### config.mk
export PLATFORM = sky130hd
export DESIGN_NAME = uart_slave_rx_engine
export DESIGN_NICKNAME = d
export VERILOG_FILES = /design/src/rtl/uart_slave_rx_engine.sv
export SDC_FILE = /design/constraint.sdc
export NUM_CORES = 1
export LEC_CHECK = 0
export CAP_MARGIN = 20
export CELL_PAD_IN_SITES_DETAIL_PLACEMENT = 0
export CELL_PAD_IN_SITES_GLOBAL_PLACEMENT = 1
export CORE_MARGIN = 2
export CORE_UTILIZATION = 30
export DETAILED_ROUTE_END_ITERATION = 8
export PLACE_DENSITY = 0.68
export SLEW_MARGIN = 20
export SYNTH_ARGS = -nofsm -noshare
export SYNTH_HDL_FRONTEND = slang
export SYNTH_HIERARCHICAL = 1
export SYNTH_SLANG_ARGS = --single-unit
export TNS_END_PERCENT = 5
### constraint.sdc
create_clock -name clk -period 2.9 [get_ports clk]
set_input_delay 0.725 -clock clk [delete_from_list [all_inputs] [get_ports clk]]
set_output_delay 0.725 -clock clk [all_outputs]
set_load 0.03 [all_outputs]
### src/rtl/uart_slave_rx_engine.sv
// Purpose: UART receiver. Oversamples rx, recovers start/data/parity/stop frames and queues them with error flags.
// Latency: a frame is pushed at the mid-stop-bit decision; rx_valid rises the following clock.
// Backpressure: frames wait in a FIFO_DEPTH FIFO; on a full FIFO with no pop the frame is dropped and overrun_err pulses.
//
// Ports:
//   clk, rst_n              system clock, asynchronous active-low reset
//   baud_div[15:0]          clocks per sample tick minus 1 (latched at start detection)
//   rx                      asynchronous serial input, idle high
//   rx_data/rx_valid/rx_ready  head-of-FIFO frame, valid/ready handshake
//   parity_err, framing_err flags belonging to the head frame
//   overrun_err             1-cycle pulse when a completed frame is dropped
//   busy                    receiver FSM is not idle

// Small FIFO: a push into a full FIFO is still accepted when a pop happens in the same cycle.
module uart_slave_rx_fifo #(
  parameter int W     = 10,
  parameter int DEPTH = 4
) (
  input  logic         clk,
  input  logic         rst_n,
  input  logic         push,
  input  logic [W-1:0] push_dat,
  input  logic         pop,
  output logic [W-1:0] head_dat,
  output logic         head_vld,
  output logic         overrun
);
  localparam int AW = $clog2(DEPTH);

  logic [W-1:0]  mem [DEPTH];
  logic [AW-1:0] wr_ptr, rd_ptr;
  logic [AW:0]   count;
  logic          full, do_push, do_pop;

  assign full    = (count == (AW+1)'(DEPTH));
  assign do_pop  = pop && (count != '0);
  assign do_push = push && (!full || do_pop);

  always_ff @(posedge clk or negedge rst_n) begin
    if (!rst_n) begin
      wr_ptr  <= '0;
      rd_ptr  <= '0;
      count   <= '0;
      overrun <= 1'b0;
      for (int i = 0; i < DEPTH; i++) mem[i] <= '0;
    end else begin
      overrun <= push && !do_push;
      if (do_push) begin
        mem[wr_ptr] <= push_dat;
        wr_ptr      <= wr_ptr + 1'b1;
      end
      if (do_pop) rd_ptr <= rd_ptr + 1'b1;
      case ({do_push, do_pop})
        2'b10:   count <= count + 1'b1;
        2'b01:   count <= count - 1'b1;
        default: count <= count;
      endcase
    end
  end

  assign head_dat = mem[rd_ptr];
  assign head_vld = (count != '0);
endmodule

module uart_slave_rx_engine #(
  parameter int DATA_WIDTH = 8,
  parameter int OVERSAMPLE = 16,
  parameter int PARITY_EN  = 1,
  parameter int PARITY_ODD = 0,
  parameter int STOP_BITS  = 1,
  parameter int FIFO_DEPTH = 4
) (
  input  logic                  clk,
  input  logic                  rst_n,
  input  logic [15:0]           baud_div,
  input  logic                  rx,
  output logic [DATA_WIDTH-1:0] rx_data,
  output logic                  rx_valid,
  input  logic                  rx_ready,
  output logic                  parity_err,
  output logic                  framing_err,
  output logic                  overrun_err,
  output logic                  busy
);
  localparam int SW = $clog2(OVERSAMPLE);
  localparam int BW = $clog2(DATA_WIDTH);

  typedef enum logic [2:0] {IDLE, START, DATA, PARITY, STOP, WAIT_HIGH} state_t;
  state_t state, state_nxt;

  logic                  rx_meta, rxs;
  logic [15:0]           baud_lat, tick_cnt;
  logic [SW-1:0]         samp_cnt;
  logic                  s0, s1;
  logic [DATA_WIDTH-1:0] shreg;
  logic [BW-1:0]         bit_idx;
  logic                  stop_idx;
  logic                  par_flag, frm_flag;
  logic                  active, tick, decide, bit_end, maj, start_det, last_stop, push;
  logic [DATA_WIDTH+1:0] push_dat, head_dat;

  always_ff @(posedge clk or negedge rst_n) begin
    if (!rst_n) begin
      rx_meta <= 1'b1;
      rxs     <= 1'b1;
    end else begin
      rx_meta <= rx;
      rxs     <= rx_meta;
    end
  end

  assign active    = (state == START) || (state == DATA) || (state == PARITY) || (state == STOP);
  assign tick      = active && (tick_cnt == baud_lat);
  assign decide    = tick && (samp_cnt == SW'(OVERSAMPLE/2 + 1));
  assign bit_end   = tick && (samp_cnt == SW'(OVERSAMPLE - 1));
  // Third sample is the live rxs at the decision tick.
  assign maj       = (s0 & s1) | (s0 & rxs) | (s1 & rxs);
  assign start_det = (state == IDLE) && !rxs;
  assign last_stop = (stop_idx == 1'(STOP_BITS - 1));
  assign push_dat  = {frm_flag | ~maj, par_flag, shreg};

  always_ff @(posedge clk or negedge rst_n) begin
    if (!rst_n) state <= IDLE;
    else        state <= state_nxt;
  end

  always_comb begin
    state_nxt = state;
    push      = 1'b0;
    case (state)
      IDLE:      if (!rxs) state_nxt = START;
      START: begin
        if (decide && maj) state_nxt = IDLE;  // false start
        else if (bit_end)  state_nxt = DATA;
      end
      DATA:      if (bit_end && bit_idx == BW'(DATA_WIDTH - 1))
                   state_nxt = (PARITY_EN != 0) ? PARITY : STOP;
      PARITY:    if (bit_end) state_nxt = STOP;
      STOP: begin
        // Leaving mid stop bit lets the next start edge be caught with no gap.
        if (decide && last_stop) begin
          push      = 1'b1;
          state_nxt = rxs ? IDLE : WAIT_HIGH;
        end
      end
      WAIT_HIGH: if (rxs) state_nxt = IDLE;
      default:   state_nxt = IDLE;
    endcase
  end

  always_ff @(posedge clk or negedge rst_n) begin
    if (!rst_n) begin
      baud_lat <= '0;
      tick_cnt <= '0;
      samp_cnt <= '0;
      s0       <= 1'b1;
      s1       <= 1'b1;
      shreg    <= '0;
      bit_idx  <= '0;
      stop_idx <= 1'b0;
      par_flag <= 1'b0;
      frm_flag <= 1'b0;
    end else if (start_det) begin
      baud_lat <= baud_div;
      tick_cnt <= '0;
      samp_cnt <= '0;
      bit_idx  <= '0;
      stop_idx <= 1'b0;
      par_flag <= 1'b0;
      frm_flag <= 1'b0;
    end else begin
      if (tick) begin
        tick_cnt <= '0;
        samp_cnt <= (samp_cnt == SW'(OVERSAMPLE - 1)) ? '0 : samp_cnt + 1'b1;
        if (samp_cnt == SW'(OVERSAMPLE/2 - 1)) s0 <= rxs;
        if (samp_cnt == SW'(OVERSAMPLE/2))     s1 <= rxs;
      end else if (active) begin
        tick_cnt <= tick_cnt + 16'd1;
      end
      if (decide) begin
        case (state)
          DATA:    shreg    <= {maj, shreg[DATA_WIDTH-1:1]};
          PARITY:  par_flag <= ((^shreg) ^ maj) != (PARITY_ODD != 0);
          STOP:    if (!maj) frm_flag <= 1'b1;
          default: ;
        endcase
      end
      if (bit_end) begin
        if (state == DATA) bit_idx  <= bit_idx + 1'b1;
        if (state == STOP) stop_idx <= 1'b1;
      end
    end
  end

  uart_slave_rx_fifo #(.W(DATA_WIDTH + 2), .DEPTH(FIFO_DEPTH)) u_fifo (
    .clk      (clk),
    .rst_n    (rst_n),
    .push     (push),
    .push_dat (push_dat),
    .pop      (rx_valid && rx_ready),
    .head_dat (head_dat),
    .head_vld (rx_valid),
    .overrun  (overrun_err)
  );

  assign rx_data     = head_dat[DATA_WIDTH-1:0];
  assign parity_err  = head_dat[DATA_WIDTH];
  assign framing_err = head_dat[DATA_WIDTH+1];
  assign busy        = (state != IDLE);
endmodule

## Word-level counts from Yosys, hierarchy flattened

Index checks and enable logic that the tools add are counted.

- Flip-flop bits (word level): 105
- Output and inout port bits: 13
- Word-level logic and storage cells: 140
- Input bits: 20

- Equal/unequal tests: 21
- $lt $le $gt $ge: 3
- Reduce and logical (&&, ||, !) cells: 39
- Bitwise operators: 12
- Mux-type cells: 37
- Add/sub/neg operators: 7

Operators with widths:

| cell | count |
|---|---|
| 16-bit two-way mux | 3 |
| 40-bit bitwise mux | 1 |
| 3-bit two-way mux | 11 |
| 10-bit two-way mux | 3 |
| 10-bit binary-select mux with 2-bit select | 1 |
| 10-bit demux with 2-bit select | 1 |
| 3-bit one-hot mux with 6 select lines | 1 |
| 16-bit by 1-bit adder with 16-bit output, second input constant | 1 |
| 16-bit == test | 1 |
| 2-bit nonzero test | 7 |
| 3-bit == test, second input constant | 4 |
| 4-bit == test, second input constant | 3 |
| 1-bit logical AND | 12 |
| 1-bit two-way mux | 12 |
| 4-bit two-way mux | 3 |
| 3-bit AND reduction | 4 |
| 3-bit nonzero test | 3 |
| 2-bit inequality test, second input constant | 4 |
| 8-bit XOR reduction | 1 |
| 3-bit by 1-bit adder with 3-bit output, second input constant | 2 |
| 3-bit by 2-bit == test with 1-bit output, second input constant | 2 |
| 3-bit >= comparator, second input constant | 2 |
| 2-bit NOT with 3-bit output | 2 |
| 3-bit one-hot mux with 2 select lines | 1 |
| other kinds (19) | 34 |

## Logic depth before layout (Yosys ltp)

Gate-level depths: netlist (run 1).

- Depth in word-level cells: 12
- Gate-level depth with buffers: 14
- Gate-level depth less buffers: 12

## Modules after synthesis

Netlist (run 1), hierarchy kept.

Modules (own cells, without submodules):

| module | area each (um^2) | cells each | times used |
|---|---|---|---|
| uart_slave_rx_engine | 3021.6 | 287 | 1 |
| uart_slave_rx_fifo | 2165.8 | 134 | 1 |

## Worst setup path after synthesis (run 1)

No wires, ideal clock.

- Kind: flip-flop to flip-flop
- Start: register tick_cnt[4]
- End: register u_fifo.count[2]
- Setup time: 125 ps
- Arrival time: 2884 ps
- Cell stages (with the launch flop): 14
- Slack: -109 ps
- Buffers on the path: 1
- Path through: dfrtp_1 xor2_1 nor4_1 nand2_1 nor2_1 clkbuf_1 and3_1 or2b_2 ha_1 inv_1 fa_1 xor2_1 nor2_1 xor2_1

- Cells in the longest elaborated chain, start to end: 9
- Elaborated cells between the ends (all ways): 11
- Classes of those cells: eq/ne (3); mux (3); reduce/logical (5)

Ends and longest elaborated chain:

| item | line | text |
|---|---|---|
| from (decl) | 92 | `logic [15:0] baud_lat, tick_cnt;` |
| from (signal assigned) | 178 | `tick_cnt <= tick_cnt + 16'd1;` |
| 16-bit == test * | 113 | `assign tick = active && (tick_cnt == baud_lat);` |
| 1-bit logical AND * | 113 |  |
| 1-bit logical AND * | 114 | `assign decide = tick && (samp_cnt == SW'(OVERSAMPLE/2 + 1));` |
| 1-bit logical AND * | 141 | `if (decide && last_stop) begin` |
| 1-bit two-way mux * | 141 |  |
| 1-bit two-way mux * | 130 | `case (state)` |
| net push | 99 | `logic active, tick, decide, bit_end, maj, start_det, last_stop, push;` |
| 1-bit logical AND * | 37 | `assign do_push = push && (!full \|\| do_pop);` |
| 2-bit by 1-bit == test with 1-bit output or 2-bit == test (tied branches) | 53 | `case ({do_push, do_pop})` |
| 3-bit one-hot mux with 2 select lines or 2-bit nonzero test (tied branches) | - |  |
| to (signal assigned) | 54 | `2'b10: count <= count + 1'b1;` |
| to (signal assigned) | 55 | `2'b01: count <= count - 1'b1;` |
| to (signal assigned) | 56 | `default: count <= count;` |
| to (decl) | 32 | `logic [AW:0] count;` |

Mark *: on every way through the listed nets, which the timed path passes. The rest lies on a longest branch.
A chain may end at the register's enable or synchronous reset.

## Worst setup path after layout (run 1)

- Start: register u_fifo.rd_ptr[1]
- End: output rx_data[7]

- Cells in the longest elaborated chain, start to end: 4

Ends and longest elaborated chain:

| item | line | text |
|---|---|---|
| from (decl) | 31 | `logic [AW-1:0] wr_ptr, rd_ptr;` |
| from (signal assigned) | 52 | `if (do_pop) rd_ptr <= rd_ptr + 1'b1;` |
| 2-bit NOT with 3-bit output (not written as such) | 61 | `assign head_dat = mem[rd_ptr];` |
| 10-bit binary-select mux with 2-bit select | 61 |  |
| 10-bit two-way mux (not written as such) (2 in series) | 61 |  |
| to (decl) | 77 | `output logic [DATA_WIDTH-1:0] rx_data,` |

Every way passes these cells. The select of a mux whose other input is x is not followed.

==> results.toml, run 1 <==
[logic_synthesis]
synth_edf_count = 0
yosysUniqueCellTypes = 55
synth_fp_nets = 453
ys_warn_count = 6
seq_area_frac_synth_pct = 50.7
synth-seq-cells = 105
syn_avg_cell_area_sq_um = 12.3
synthesis.area_sq_um = 5190
ys.flop_type = "dfrtp_1"
syn_inst = 421
async_reset_ff_share_pct = 100

[timing]
holdWs_ps = 314
period_minus_slack_ps = 2820
final_max_slew_viol_count = 0
fmax_mhz = 354
setup_viol = 0
skew_ps = 10.8
rsz0062_at_grt = "no"
hold_violations = 0
final.setup.tns_ps = 0
worstMarginPinSlew_ps = 742
min_period_over_period_pct = 97.4
slew_headroom_pct = 50.5

[floorplanning]
num_io_pins = 33
die_w_um = 135
rows = 48
core_sq_um = 17100
start_util_pct = 30.3
design.die.area_sq_um = 18400
dieHeight_um = 135

[grt]
grt_pass1_wl_mm = 18.1
grt_start_max_net_pins = 50
grt_remaining_overflow = 0
grt_pass1_vias = 3623
antenna_found_initial = 0
grtUsageTotal_pct = 12.5

[finish]
diodes = 0
final_cell_mix = "dfrtp_1 (98), mux2_2 (68), nor2_1 (34)"
layout.nets = 514
final_area_sq_um = 6340
fin_cells = 712
final_common_cell = "dfrtp_1"
area_growth_syn_to_layout_pct = 22.1
final_util_pct = 37.0
drive_gt1_share_pct = 31.0

[routing]
drt_first_pass_iters = 5
wl_mm = 10.6
routed_via_density = 4.79
routedWlPerCell_um = 14.9
dr.first_iter.drc_count = 142
num_vias = 3409
drc = 0
ant_nets = 0

[critical_path]
path_class = "flip-flop to primary output"
end_kind = "primary output"
required_ps = 2170
slowest_stage = "dfrtp_1"
worstPathCellList = "mux4_2, clkdlybuf4s50_1"
cp_max_fo = 11
worst_setup_path_start_kind = "flip-flop"
r2r_setup_slack_ps = 210
slowest_delay_ps = 720
crit_family = "flip-flops"
worstPathArrival_ps = 2100
crit_buf_inv = 1

[clock_tree]
cts-root-buf = "clkbuf_16"
cts_hold_buf = 0
cts_htree_levels = 3
cts_tree = "built"
clock_latency_ps = 350
cts_sinks = 105
numCtsBuffers = 9
clk_pin_slew_worst_paths_ps = 70
clockBufferDepth = 2

[power]
peakVddDrop_mv = 0.383
power_density_nw_per_um2 = 547
leakagePower_uw = 0.00285

[worst_hold_path]
worstHoldPathType = "primary input to async pin"

[place]
port_buffers = 32
place_area_sq_um = 5970
place_congestion = 0.884
post-dp-hpwl_mm = 7.45
dpl.cell_count = 693

[run]
drv_cap = 0

[run_status]
status = "completed"
## cells in the mapped netlist, types with 2 or more instances
master	instances	area share (%)
nand2_1	20	1.4
buf_2	5	0.48
xnor2_1	15	2.5
and3b_1	2	0.34
o21a_1	3	0.43
dfrtp_1	101	49
and2_1	2	0.24
nand4_1	3	0.36
a21oi_1	6	0.58
nor4_1	5	0.60
xor2_1	29	4.9
nor2_2	4	0.48
or3_1	2	0.24
nand3_1	14	1.4
and3_1	5	0.60
ha_1	11	2.7
inv_1	11	0.80
mux2_2	68	15
nor2b_1	2	0.24
dfstp_2	4	2.0
o31ai_1	3	0.43
clkbuf_1	6	0.43
nor3_1	4	0.39
nor2_1	35	2.5
or2_2	2	0.24
nand4b_1	3	0.51
mux4_2	10	4.3
o21ai_0	13	1.3
mux2i_1	4	0.77
a31oi_1	4	0.48
## final timing paths
kind | startpoint | to | cells after the start
max | u_fifo/rd_ptr[1]$_DFFE_PN0P_ | rx_data[7] | 2
min | rst_n | baud_lat[6]$_DFFE_PN0P_ | 1
max reg2reg | u_fifo/count[1]$_DFFE_PN0P_ | u_fifo/count[2]$_DFFE_PN0P_ | 10
min reg2reg | rx_meta$_DFF_PN1_ | rxs$_DFF_PN1_ | 0
max in group asynchronous | rst_n | u_fifo/rd_ptr[1]$_DFFE_PN0P_ | 2
min in group clk | rx_meta$_DFF_PN1_ | rxs$_DFF_PN1_ | 0
## power by group
part / internal, uW / total (uW) / switching [uW] / leakage (uW)
clock: 694 / 1290 / 595 / 0.000156
sequential: 1540 / 1660 / 121 / 0.00139
combinational: 279 / 513 / 234 / 0.00131
## per-stage QoR
stage / total power [uW] / worst slack (ps)
6_report: 3460 / 76.6
3_5_place_dp: 2200 / 52.2
4_1_cts: 3500 / 39.0
3_3_place_gp: 2190 / 124
2_1_floorplan: 1970 / 27.2
5_1_grt: 3630 / 17.4
## repair_timing
item                       4_1_cts  5_1_grt
setup endpoints to repair        0        3
buffers inserted                 0        3
hold endpoints to repair         0        0
resized for setup                0        9
## final cells by class
type | instances | area, sq um
Inverter | 11 | 41.3
Timing Repair Buffer | 62 | 571
Clock buffer | 9 | 225
Fill cell | 1670 | 10800
Multi-Input combinational cell | 293 | 2490
Tap cell | 225 | 282
Sequential cell | 105 | 2640
Clock inverter | 7 | 92.6
## sequential cells by signal, summed over array words and instances, names as in the netlist, 2 cells and up
name / count
state: 3
u_fifo/count: 3
u_fifo/wr_ptr: 2
u_fifo/mem: 40
shreg: 8
baud_lat: 16
samp_cnt: 4
u_fifo/rd_ptr: 2
bit_idx: 3
tick_cnt: 16
## per-layer routing
metal | track usage [%] | part of all wire [%] | vias up
li1 | - | - | 1623
met1 | 16.8 | 48 | 1733
met2 | 20.3 | 48 | 34
met3 | 2.24 | 1.8 | 19
met4 | 4.34 | 1.9 | 0
met5 | 0 | 0 | -
## cell families (layout without fill, tap and decap cells)
group / Yosys count / in the layout / share of synthesized area (%)
compound gates: 39 / 39 / 4.82
buf+inv: 23 / 89 / 1.93
simple gates: 115 / 115 / 12.0
xor+xnor: 44 / 44 / 7.43
fa+ha+maj: 13 / 13 / 3.23
flops: 105 / 105 / 50.7
mux: 82 / 82 / 19.9
Note: power is estimated with default switching activity, not from simulation.
==> inputs of run 2 (changes only) <==
--- a/config.mk
+++ b/config.mk
@@ -10,11 +10,10 @@
 export CELL_PAD_IN_SITES_GLOBAL_PLACEMENT = 1
 export CORE_MARGIN = 2
 export CORE_UTILIZATION = 30
+export CTS_CLUSTER_SIZE = 25
 export DETAILED_ROUTE_END_ITERATION = 8
 export PLACE_DENSITY = 0.68
-export SLEW_MARGIN = 20
 export SYNTH_ARGS = -nofsm -noshare
 export SYNTH_HDL_FRONTEND = slang
-export SYNTH_HIERARCHICAL = 1
 export SYNTH_SLANG_ARGS = --single-unit
 export TNS_END_PERCENT = 5
==> run 2 against run 1 <==
  * Clock power is 7% lower
  * Routed wire length is 1.6% higher
  * Design area is 2.6% lower
  * Count of clock-buffer cells in the layout is 2 higher
  * First-iteration DRC count is 2.8% lower
  * Critical path depth is 1 higher
  * Sequential power hardly changed
  * Worst setup slack better by 21 ps
  * Cell count is 1.7% higher
  * Maximum frequency is 0.75% higher
==> results.toml, run 2 <==
[finish]
diodes = 0
layout.nets = 531
regMostFlops = "u_fifo.mem"
top_regs = "u_fifo.mem (40), baud_lat (16), tick_cnt (16)"
drive_gt1_share_pct = 22.4
n_fill_cell = 1647
area_growth_syn_to_layout_pct = 19.9
final_cell_mix = "dfrtp_1 (101), nand2_1 (64), mux2_2 (50)"
largest_reg_flops = 40
final_util_pct = 36.9
final_common_cell = "dfrtp_1"

[timing]
min_period_over_period_pct = 96.6
skew_ps = 7.53
fmax_mhz = 357
final.setup.tns_ps = 0
period_minus_slack_ps = 2800
slew_headroom_pct = 51.3
worstMarginPinSlew_ps = 731
final_max_slew_viol_count = 0
rsz0062_at_grt = "no"
hold_violations = 0
setup_viol = 0

[floorplanning]
rows = 47
start_util_pct = 30.8
design.die.area_sq_um = 18200
num_io_pins = 33
dieHeight_um = 135
core_sq_um = 16700
die_w_um = 135

[worst_hold_path]
worstHoldPathType = "flip-flop to flip-flop"

[place]
place_congestion = 0.826
port_buffers = 32
post-dp-hpwl_mm = 7.78

[logic_synthesis]
syn_avg_cell_area_sq_um = 11.4
netlist_top_cells_count = "dfrtp_1 (101), nand2_1 (64), mux2_2 (50)"
synth_edf_count = 0
synth.top_cell.area_share_pct = 49.1
synthesis.area_sq_um = 5150
async_reset_ff_share_pct = 100
synth_fp_nets = 483
synth-seq-cells = 105
yosysUniqueCellTypes = 52
ys.flop_type = "dfrtp_1"
synth_largest_area_cell = "dfrtp_1"
ys_warn_count = 0
seq_area_frac_synth_pct = 51.1
syn_inst = 451
synth_most_common_cell = "dfrtp_1"
netlist_top_cells_area = "dfrtp_1 (49%), mux2_2 (11%), xnor2_1 (5.1%)"

[critical_path]
crit_family = "buffers and inverters"
slowest_stage = "clkdlybuf4s50_1"
cp-startpoint = "u_fifo.rd_ptr[0]$_DFFE_PN0P_"
slowest_delay_ps = 600
required_ps = 2170
crit_buf_inv = 2
end_kind = "primary output"
worstPathCellList = "buf_4, mux4_2, clkdlybuf4s50_1"
cp_max_fo = 12
worst_setup_path_start_kind = "flip-flop"
r2r_setup_slack_ps = 330
worst-path-stages = 3
r2r_start = "tick_cnt[9]$_DFFE_PN0P_"
path_class = "flip-flop to primary output"
ff2ff_path_depth = 11
worstPathArrival_ps = 2080
r2r_end = "u_fifo.count[2]$_DFFE_PN0P_"
endpoint = "rx_data[4]"

[clock_tree]
clk_pin_slew_worst_paths_ps = 70
cts_sinks = 105
clockBufferDepth = 2
cts-root-buf = "clkbuf_16"
numCtsBuffers = 9
cts_tree = "built"
cts_htree_levels = 3
cts_setup_buffers = 0
clock_latency_ps = 360

[grt]
grt_pass1_wl_mm = 18.3
grt_start_max_net_pins = 59
grt_pass1_vias = 3566
grt_remaining_overflow = 0
grtUsageTotal_pct = 13.0
antenna_found_initial = 0

[run_status]
status = "completed"

[routing]
num_vias = 3433
ant_nets = 0
routedWlPerCell_um = 14.8
drt_first_pass_iters = 4
wl_mm = 10.8
drc = 0
routed_via_density = 4.74
dr.first_iter.drc_count = 138

[power]
power_density_nw_per_um2 = 530
peakVddDrop_mv = 0.523
fin_total_pwr_uw = 3270
leakagePower_uw = 0.00292

[run]
drv_cap = 0
==> run 2: cell types whose count changed after synthesis, sizes merged, moves of 5 or more <==
cell / delta
nand4: +13
mux2: -18
clkbuf: +8
nor2: -16
xnor2: +15
xor2: -19
nand2: +47
or3: +5
==> run 2: area by class of cell <==
cell class	instances	area, sq um	area share [%]
Timing Repair Buffer	53	510	8.27
Sequential cell	105	2630	42.7
Clock buffer	11	243	3.93
Tap cell	220	275	4.46
Inverter	12	45.0	0.730
Multi-Input combinational cell	318	2420	39.2
Clock inverter	5	47.5	0.770
==> run 2: worst register-to-register path, cell delays in order (launching register included) <==
cell     delay (ps)
dfrtp_1         420
xnor2_1         250
nand4_1         130
or3_4           490
nor4b_4         310
inv_1            70
ha_1            190
inv_1            80
fa_1            180
xor2_1          140
nor2_1           60
xor2_1          140
==> run 2: logic make-up after synthesis <==
family,share of synthesized area (%)
AOI/OAI and AO/OA,5.30
xor gates and xnor gates,6.80
adders and majority gates,3.26
buffers and inverters,2.07
DFF,51.1
muxes,15.9
and+or+nand+nor,15.6
==> run 2: per-stage QoR <==
step                      instances  hold slack [ps]  cell area [sq um]  setup slack, ps
after floorplan                 451              345               5150              161
after global placement          708              347               5850             42.6
after detailed placement        708              350               5850            -46.3
after CTS                       724              357               6140             17.7
after global routing            724              357               6170             4.94
final                           724              357               6170             97.6
==> run 2: what timing repair did <==
action                     in CTS  in global routing
setup endpoints to repair       0                 11
hold buffers                    0                  0
gates resized for setup         0                 11
==> run 2: worst min-delay path by stage <==
stage          slack [ps]             to  cells after the start         startpoint
6_report              360  rxs$_DFF_PN1_                      0  rx_meta$_DFF_PN1_
3_3_place_gp          350  rxs$_DFF_PN1_                      0  rx_meta$_DFF_PN1_
3_5_place_dp          350  rxs$_DFF_PN1_                      0  rx_meta$_DFF_PN1_
5_1_grt               360  rxs$_DFF_PN1_                      0  rx_meta$_DFF_PN1_
4_1_cts               360  rxs$_DFF_PN1_                      0  rx_meta$_DFF_PN1_
2_1_floorplan         350  rxs$_DFF_PN1_                      0  rx_meta$_DFF_PN1_
==> run 2: where the power goes <==
part / switching, uW / internal [uW] / total (uW)
Sequential: 114 / 1540 / 1650
Clock: 578 / 625 / 1200
Combinational: 204 / 208 / 412
Total: 895 / 2370 / 3270
==> run 2: routing by layer <==
metal | GRT usage (%) | routed length, um | share of wire (%)
met5 | 0 | 0 | 0
met4 | 3.70 | 150 | 1.4
met3 | 3.83 | 385 | 3.6
met2 | 20.9 | 5110 | 48
met1 | 17.0 | 5100 | 47
